<file path="src/rtl/display_reader.sv">
// Scan-out timing generator that pops pixels from a frame-buffer read FIFO.
// Define DISPLAY_READER_UFCNT_EN to build the saturating underflow event counter.
module display_reader #(
  parameter int WIDTH   = 320,
  parameter int HEIGHT  = 240,
  parameter int H_FRONT = 8,
  parameter int H_SYNC  = 48,
  parameter int H_BACK  = 40,
  parameter int V_FRONT = 2,
  parameter int V_SYNC  = 2,
  parameter int V_BACK  = 6,
  parameter int PREFILL = 64
) (
  input  logic        vpg_pclk,
  input  logic        reset_n,
  input  logic        iFrameEn,
  input  logic [31:0] Read_DATA,
  input  logic        read_empty_rdfifo,
  input  logic [8:0]  read_fifo_rdusedw,
  output logic        read_init,
  output logic        oRead,
  output logic [31:0] oData,
  output logic        oDE,
  output logic        oHS,
  output logic        oVS,
  output logic        oUnderflow,
  output logic [15:0] oUfCount
);

  localparam int H_TOTAL = WIDTH + H_FRONT + H_SYNC + H_BACK;
  localparam int V_TOTAL = HEIGHT + V_FRONT + V_SYNC + V_BACK;
  // One extra code point so the sync-end bound never aliases to zero.
  localparam int HW = (H_TOTAL > 1) ? $clog2(H_TOTAL + 1) : 1;
  localparam int VW = (V_TOTAL > 1) ? $clog2(V_TOTAL + 1) : 1;

  localparam logic [HW-1:0] H_LAST = HW'(H_TOTAL - 1);
  localparam logic [HW-1:0] H_ACT  = HW'(WIDTH);
  localparam logic [HW-1:0] HS_BEG = HW'(WIDTH + H_FRONT);
  localparam logic [HW-1:0] HS_END = HW'(WIDTH + H_FRONT + H_SYNC);
  localparam logic [VW-1:0] V_LAST = VW'(V_TOTAL - 1);
  localparam logic [VW-1:0] V_ACT  = VW'(HEIGHT);
  localparam logic [VW-1:0] VS_BEG = VW'(HEIGHT + V_FRONT);
  localparam logic [VW-1:0] VS_END = VW'(HEIGHT + V_FRONT + V_SYNC);
  localparam logic [8:0]    PREFILL_LVL = 9'(PREFILL);

  typedef enum logic [1:0] {
    ST_IDLE,
    ST_INIT,
    ST_PREFILL,
    ST_RUN
  } state_t;

  state_t        state_q, state_d;
  logic [HW-1:0] hcnt_q, hcnt_d;
  logic [VW-1:0] vcnt_q, vcnt_d;
  logic          de_q, de_d;
  logic          hs_q, hs_d;
  logic          vs_q, vs_d;
  logic          uf_q, uf_d;
  logic          underflow_q, underflow_d;

  logic running;
  logic active;
  logic uf_pix;
  logic frame_start;

  assign running     = (state_q == ST_RUN);
  assign active      = running && (hcnt_q < H_ACT) && (vcnt_q < V_ACT);
  assign uf_pix      = active && read_empty_rdfifo;
  assign frame_start = running && (hcnt_q == '0) && (vcnt_q == '0);

  always_ff @(posedge vpg_pclk or negedge reset_n) begin
    if (!reset_n) begin
      state_q     <= ST_IDLE;
      hcnt_q      <= '0;
      vcnt_q      <= '0;
      de_q        <= 1'b0;
      hs_q        <= 1'b1;
      vs_q        <= 1'b1;
      uf_q        <= 1'b0;
      underflow_q <= 1'b0;
    end else begin
      state_q     <= state_d;
      hcnt_q      <= hcnt_d;
      vcnt_q      <= vcnt_d;
      de_q        <= de_d;
      hs_q        <= hs_d;
      vs_q        <= vs_d;
      uf_q        <= uf_d;
      underflow_q <= underflow_d;
    end
  end

  always_comb begin
    state_d   = state_q;
    hcnt_d    = hcnt_q;
    vcnt_d    = vcnt_q;
    read_init = 1'b0;
    oRead     = 1'b0;
    unique case (state_q)
      ST_IDLE: begin
        hcnt_d = '0;
        vcnt_d = '0;
        if (iFrameEn) state_d = ST_INIT;
      end
      ST_INIT: begin
        read_init = 1'b1;
        state_d   = ST_PREFILL;
      end
      ST_PREFILL: begin
        hcnt_d = '0;
        vcnt_d = '0;
        if (read_fifo_rdusedw >= PREFILL_LVL) state_d = ST_RUN;
      end
      ST_RUN: begin
        oRead = active && !read_empty_rdfifo;
        if (hcnt_q == H_LAST) begin
          hcnt_d = '0;
          if (vcnt_q == V_LAST) begin
            vcnt_d = '0;
            // Back-to-back frames skip prefill; the FIFO is already primed.
            if (iFrameEn) read_init = 1'b1;
            else          state_d   = ST_IDLE;
          end else begin
            vcnt_d = vcnt_q + 1'b1;
          end
        end else begin
          hcnt_d = hcnt_q + 1'b1;
        end
      end
      default: state_d = ST_IDLE;
    endcase
  end

  always_comb begin
    de_d        = active;
    hs_d        = !(running && (hcnt_q >= HS_BEG) && (hcnt_q < HS_END));
    vs_d        = !(running && (vcnt_q >= VS_BEG) && (vcnt_q < VS_END));
    uf_d        = uf_pix;
    underflow_d = (frame_start ? 1'b0 : underflow_q) | uf_pix;
  end

  // FIFO data arrives the cycle after the pop, so it lines up with the registered timing.
  assign oData      = (de_q && !uf_q) ? Read_DATA : 32'h0000_0000;
  assign oDE        = de_q;
  assign oHS        = hs_q;
  assign oVS        = vs_q;
  assign oUnderflow = underflow_q;

`ifdef DISPLAY_READER_UFCNT_EN
  logic [15:0] ufcnt_q;

  always_ff @(posedge vpg_pclk or negedge reset_n) begin
    if (!reset_n) begin
      ufcnt_q <= '0;
    end else if (uf_pix && (ufcnt_q != 16'hFFFF)) begin
      ufcnt_q <= ufcnt_q + 16'd1;
    end
  end

  assign oUfCount = ufcnt_q;
`else
  assign oUfCount = 16'h0000;
`endif

endmodule

</file>
<file path="config.mk">
export PLATFORM = sky130hd
export DESIGN_NAME = display_reader
export DESIGN_NICKNAME = d
export VERILOG_FILES = /design/src/rtl/display_reader.sv
export SDC_FILE = /design/constraint.sdc
export NUM_CORES = 1
export LEC_CHECK = 0
export CAP_MARGIN = 20
export CORE_MARGIN = 2
export CORE_UTILIZATION = 45
export DETAILED_ROUTE_END_ITERATION = 16
export DONT_BUFFER_PORTS = 1
export PLACE_DENSITY_LB_ADDON = 0.12
export SLEW_MARGIN = 15
export SYNTH_ARGS = -nofsm -noshare
export SYNTH_HDL_FRONTEND = slang
export SYNTH_SLANG_ARGS = --single-unit
</file>
<file path="constraint.sdc">
create_clock -name vpg_pclk -period 1.7 [get_ports vpg_pclk]
set_input_delay 0.085 -clock vpg_pclk [delete_from_list [all_inputs] [get_ports vpg_pclk]]
set_output_delay 0.085 -clock vpg_pclk [all_outputs]
set_load 0.02 [all_outputs]
</file>
### Word-level counts from Yosys, hierarchy flattened

Index checks and enable logic that the tools add are counted.

| storage, ports and cells | value |
|---|---|
| memory bits (writable) | 0 |
| memory bits (read-only) | 0 |
| latch bits | 0 |
| memories | 0 |
| input bits | 45 |
| output and inout port bits | 54 |
| bits in registers | 24 |

| cells by class | value |
|---|---|
| reduce and logical (&&, ||, !) cells | 22 |
| $mul | 0 |
| div/mod/pow operators | 0 |
| eq/ne operators | 10 |
| order comparisons | 7 |
| shifts and indexed selects | 0 |
| bitwise logic cells | 1 |
| multiplexer cells | 18 |
| add/sub/neg operators | 2 |

Operators by type and width:

| operator | number |
|---|---|
| 32-bit two-way mux | 1 |
| 9-bit less-than comparator (second input constant) | 2 |
| 9-bit case mux with 2 select lines | 1 |
| 8-bit less-than comparator (second input constant) | 2 |
| 8-bit two-way mux | 2 |
| 8-bit case mux with 2 select lines | 1 |
| 1-bit logical AND | 11 |
| 2-bit two-way mux | 5 |
| 9-bit by 1-bit adder with 9-bit output (second input constant) | 1 |
| 9-bit == test (second input constant) | 1 |
| 9-bit by 7-bit >= comparator with 1-bit output (second input constant) | 1 |
| 9-bit >= comparator (second input constant) | 1 |
| 9-bit zero test | 1 |
| 9-bit two-way mux | 1 |
| 8-bit by 1-bit adder with 8-bit output (second input constant) | 1 |
| 8-bit == test (second input constant) | 1 |
| 8-bit >= comparator (second input constant) | 1 |
| 8-bit zero test | 1 |
| 2-bit case mux with 4 select lines | 1 |
| 2-bit inequality test (second input constant) | 3 |
| 1-bit two-way mux | 5 |
| 5-bit AND reduction | 1 |
| 2-bit == test (second input constant) | 2 |
| 1-bit zero test | 4 |
| other kinds (8) | 9 |

### Logic depth before layout (Yosys ltp)

| logic depth | value |
|---|---|
| depth in word-level cells | 5 |
| gate-level depth with buffers | 7 |

### Worst setup path after synthesis

Ideal clock, no wire load.

| timing | value |
|---|---|
| path kind | flip-flop to output port |
| start | register hcnt_q[0] |
| end | output read_init |
| cell stages (with the launch flop) | 6 |
| arrival time | 1.890 ns |
| slack | -0.275 ns |
| cell sequence | dfrtp_1 ha_1 nand4_2 or2_1 buf_6 o41ai_1 |

| between the ends | value |
|---|---|
| word-level cells in the longest chain between the ends | 3 |

Ends and longest elaborated chain:

| element | RTL line | RTL |
|---|---|---|
| start: declaration | 54 | `logic [HW-1:0] hcnt_q, hcnt_d;` |
| start signal: assignment | 84 | `hcnt_q <= hcnt_d;` |
| 9-bit == test | 117 | `if (hcnt_q == H_LAST) begin` |
| 1-bit two-way mux | 117 |  |
| 1-bit case mux with 2 select lines | 100 | `unique case (state_q)` |
| end: declaration | 20 | `output logic read_init,` |

No other way between the ends.

### Worst setup path in the final report

| timing | value |
|---|---|
| start | register vcnt_q[1] |
| end | output read_init |

| between the ends | value |
|---|---|
| word-level cells in the longest chain between the ends | 4 |

Ends and longest elaborated chain:

| element | RTL line | RTL |
|---|---|---|
| start: declaration | 55 | `logic [VW-1:0] vcnt_q, vcnt_d;` |
| start signal: assignment | 85 | `vcnt_q <= vcnt_d;` |
| 8-bit == test | 119 | `if (vcnt_q == V_LAST) begin` |
| 1-bit two-way mux | 119 |  |
| 1-bit two-way mux | 117 |  |
| 1-bit case mux with 2 select lines | 100 |  |

No other way between the ends.

==> metrics.yaml <==
floorplan:
  die_area_um2: 4640
  rows: 23
  coreArea_um2: 3970
  die_h_um: 68.1
  io_pins: 99
  start_util: 0.466
  die_w_um: 68.1
power_and_ir_drop:
  pwr-share-seq: 0.278
  power_switching_w: 0.00121
  p_comb_frac: 0.569
  irDropWorstVdd_v: 0.000733
  pwr-share-clk: 0.153
  powerDensity_nw_per_um2: 1150
  p_sw_frac: 0.463
  internal_power_w: 0.00141
  p_leak_nw: 1.01
logic_synthesis:
  synth.top_cell.area_share: 0.297
  synth_top_cells_by_count: "and2_1 (33), nand2_1 (23), dfrtp_1 (22), buf_4 (16)"
  synthMostInstantiatedCell: "and2_1"
  synth-xor-area-share: 0.0237
  synth_compound_area_frac: 0.0926
  netlist_area_um2: 1850
  synthTopCellsByArea: "dfrtp_1 (30%), and2_1 (11%), ha_1 (7.4%), buf_4 (6.5%), nand2_1 (4.7%)"
  synth_top_area_cell: "dfrtp_1"
  synthDistinctLibCells: 47
  synth_seq_area_share: 0.326
  synth-warning-count: 0
  yosys.area_share.adder: 0.0744
  ys.flop_type: "dfrtp_1"
  synth_top_family_by_area: "simple AND/OR/NAND/NOR gates"
  avgSynthCellArea_um2: 8.45
  synth_mux_area_frac: 0.0223
  synth-edff-count: 0
  async_reset_ff_frac: 1.00
  synth_simple_gate_area_frac: 0.347
  postSynthCellCount: 219
  synth-seq-cells: 24
clock_network:
  cts_buffers: 3
  cts_buffer_depth: 2
  clk_latency_ns: 0.28
  cts.root.buffer_cell: "clkbuf_8"
  cts_tree: "yes"
  htree_levels: 1
  cts.sinks: 24
  path_clk_slew_ns: 0.09
drt:
  wl_met1_mm: 1.68
  viasPerCell: 5.43
  wl_per_cell_um: 15.4
  drt_pre_antenna_iters: 4
  wl_met3_um: 308
  vias: 1625
  wl_met2_mm: 2.52
  top_layer_used: "met4"
  ant_nets: 0
  dr.first_iter.drc_count: 73
  route.final.wire_length_mm: 4.59
  drc: 0
sta:
  slew-limit-headroom: 0.647
  finalCriticalPeriod_ns: 1.71
  clock.fmax_mhz: 583
  slew_viol_final: 0
  finalHoldViolations: 0
  post-route-period-util: 1.01
  setup_ws_ns: -0.0149
  setup_violations: 1
  rsz0062_at_grt: "true"
  fin_skew_ns: 0.0112
  max_slew.worst_pin.slew_ns: 0.530
setup_path:
  regToRegSetupSlack_ns: 0.05
  critPathCaptureType: "output pin"
  cp-start-kind: "register"
  critical-path-slowest-cell: "dfrtp_1"
  crit_chain: "inv_2 -> ha_4 -> and3b_1 -> nand2_2 -> o41ai_2 -> buf_4"
  timing.rr.start: "hcnt_q[1]$_DFFE_PN0P_"
  crit_required_ns: 1.62
  critPathMaxFanout: 2
  slowest_delay_ns: 0.40
  r2r.worst_path.cells: 6
  crit_type: "reg -> out"
  r2r-end: "vcnt_q[7]$_DFFE_PN0P_"
  arrival_ns: 1.63
outcome:
  violations: "negative setup slack"
  outcome: "finished, violations left"
cells_and_area:
  syn_to_final_growth_pct: 22.8
  diodes: 0
  final_cell_area_um2: 2270
  nets: 306
  num-fill-cells: 339
  drive_gt1_frac: 0.245
placement:
  hpwl_mm: 3.54
  pre_cts_slack_ns: 0.0276
  place_congestion: 0.837
  postPlaceCellArea_um2: 2030
  port_buffers: 0
global_routing:
  grt_pass1_wl_mm: 6.99
  grt_usage: 0.199
  gr-total-overflow: 0
  grt_antenna_before_repair: 0
  grt_max_degree: 33
  grt_pass1_vias: 1614
hold_path:
  hold_start: "read_fifo_rdusedw[7]"
  hold_end: "state_q[1]$_DFFE_PN0P_"
  min_path_cells: 4
  hold_path_class: "in -> reg"
job:
  maxCapViolations: 0
-- state kept, by name, indices dropped and copies added (netlist names) --
register / cells
oUnderflow: 1
vcnt_q: 8
state_q: 2
oVS: 1
uf_q: 1
hcnt_q: 9
oHS: 1
oDE: 1
-- power by group through the flow --
stage,Clock (W),Sequential (W),Combinational [W]
finish,0.000401,0.000728,0.00149
CTS,0.000404,0.000730,0.00141
floorplan,0,0.000733,0.00106
global placement,0,0.000737,0.00136
detailed placement,0,0.000741,0.00139
global route,0.000424,0.000740,0.00165
-- routing by layer --
layer,global-route usage,vias up
li1,-,774
met4,0.0975,0
met5,0,-
met2,0.377,73
met3,0.0263,8
met1,0.215,770
-- per-stage QoR --
stage | hold slack [ns] | cells | util | total power [W] | TNS [ns]
floorplan | -0.211 | 234 | - | 0.00180 | -0.00597
global placement | -0.210 | 284 | 0.510 | 0.00210 | 0
detailed placement | -0.210 | 284 | 0.510 | 0.00213 | 0
CTS | 0.267 | 294 | 0.544 | 0.00254 | -0.0690
global route | 0.307 | 299 | 0.572 | 0.00282 | -0.149
finish | 0.253 | 299 | 0.572 | 0.00262 | -0.0149
-- area by class of cell --
type                    instances  area, µm²  area share
multi-input cells             173       1190       0.526
well taps                      50       62.6      0.0275
inverters                       9       33.8      0.0149
flip-flops and latches         24        603       0.265
repair buffers                 39        323       0.142
clock buffers                   4       55.1      0.0242
-- layout by cell type (no fill, tap or decap), drive strengths merged, types with 2 or more instances in the layout --
cell,instances
buf,37
and2,33
nand2,23
dfrtp,22
conb,16
nor2,11
ha,11
nand3,9
inv,9
a21oi,7
o21ai,6
nand4,5
nor4,5
nor3,5
xnor2,4
clkbuf,4
and3,3
a21o,3
nand4b,3
o211ai,3
mux2i,3
nor2b,2
nor4b,2
nand2b,2
o31ai,2
dlygate4sd3,2
dfstp,2
nand4bb,2
or2,2
-- logic make-up after synthesis --
group           after synthesis
fa+ha+maj                    11
mux                           4
buf+inv                      37
xor+xnor                      5
compound gates               25
simple gates                112
other cells                   1
flops                        24
-- critical path, delay by kind of cell, from the launching register on --
family                     cells  cell delay (ns)
AOI/OAI and AO/OA              1             0.29
adders and majority gates      1             0.13
buffers and inverters          2             0.27
DFF                            1             0.40
and+or+nand+nor                2             0.26
-- worst max-delay path by stage --
stage | from | end | slack, ns | depth (start not counted)
after global routing | hcnt_q[0]$_DFFE_PN0P_ | read_init | -0.08 | 5
after detailed placement | hcnt_q[0]$_DFFE_PN0P_ | state_q[1]$_DFFE_PN0P_ | 0.03 | 5
after CTS | hcnt_q[0]$_DFFE_PN0P_ | read_init | -0.07 | 5
after global placement | vcnt_q[1]$_DFFE_PN0P_ | state_q[1]$_DFFE_PN0P_ | 0.06 | 6
after floorplan | hcnt_q[0]$_DFFE_PN0P_ | vcnt_q[4]$_DFFE_PN0P_ | -0.005 | 5
final | vcnt_q[1]$_DFFE_PN0P_ | read_init | -0.01 | 6
-- what timing repair did --
item	in CTS	in global routing
pin swaps	4	8
endpoints found under the setup margin	1	10
setup buffers	4	4
endpoints found under the hold margin	25	22
hold buffers	2	1
resized for setup	4	16
No activity file was read; power rests on OpenSTA's default activity.
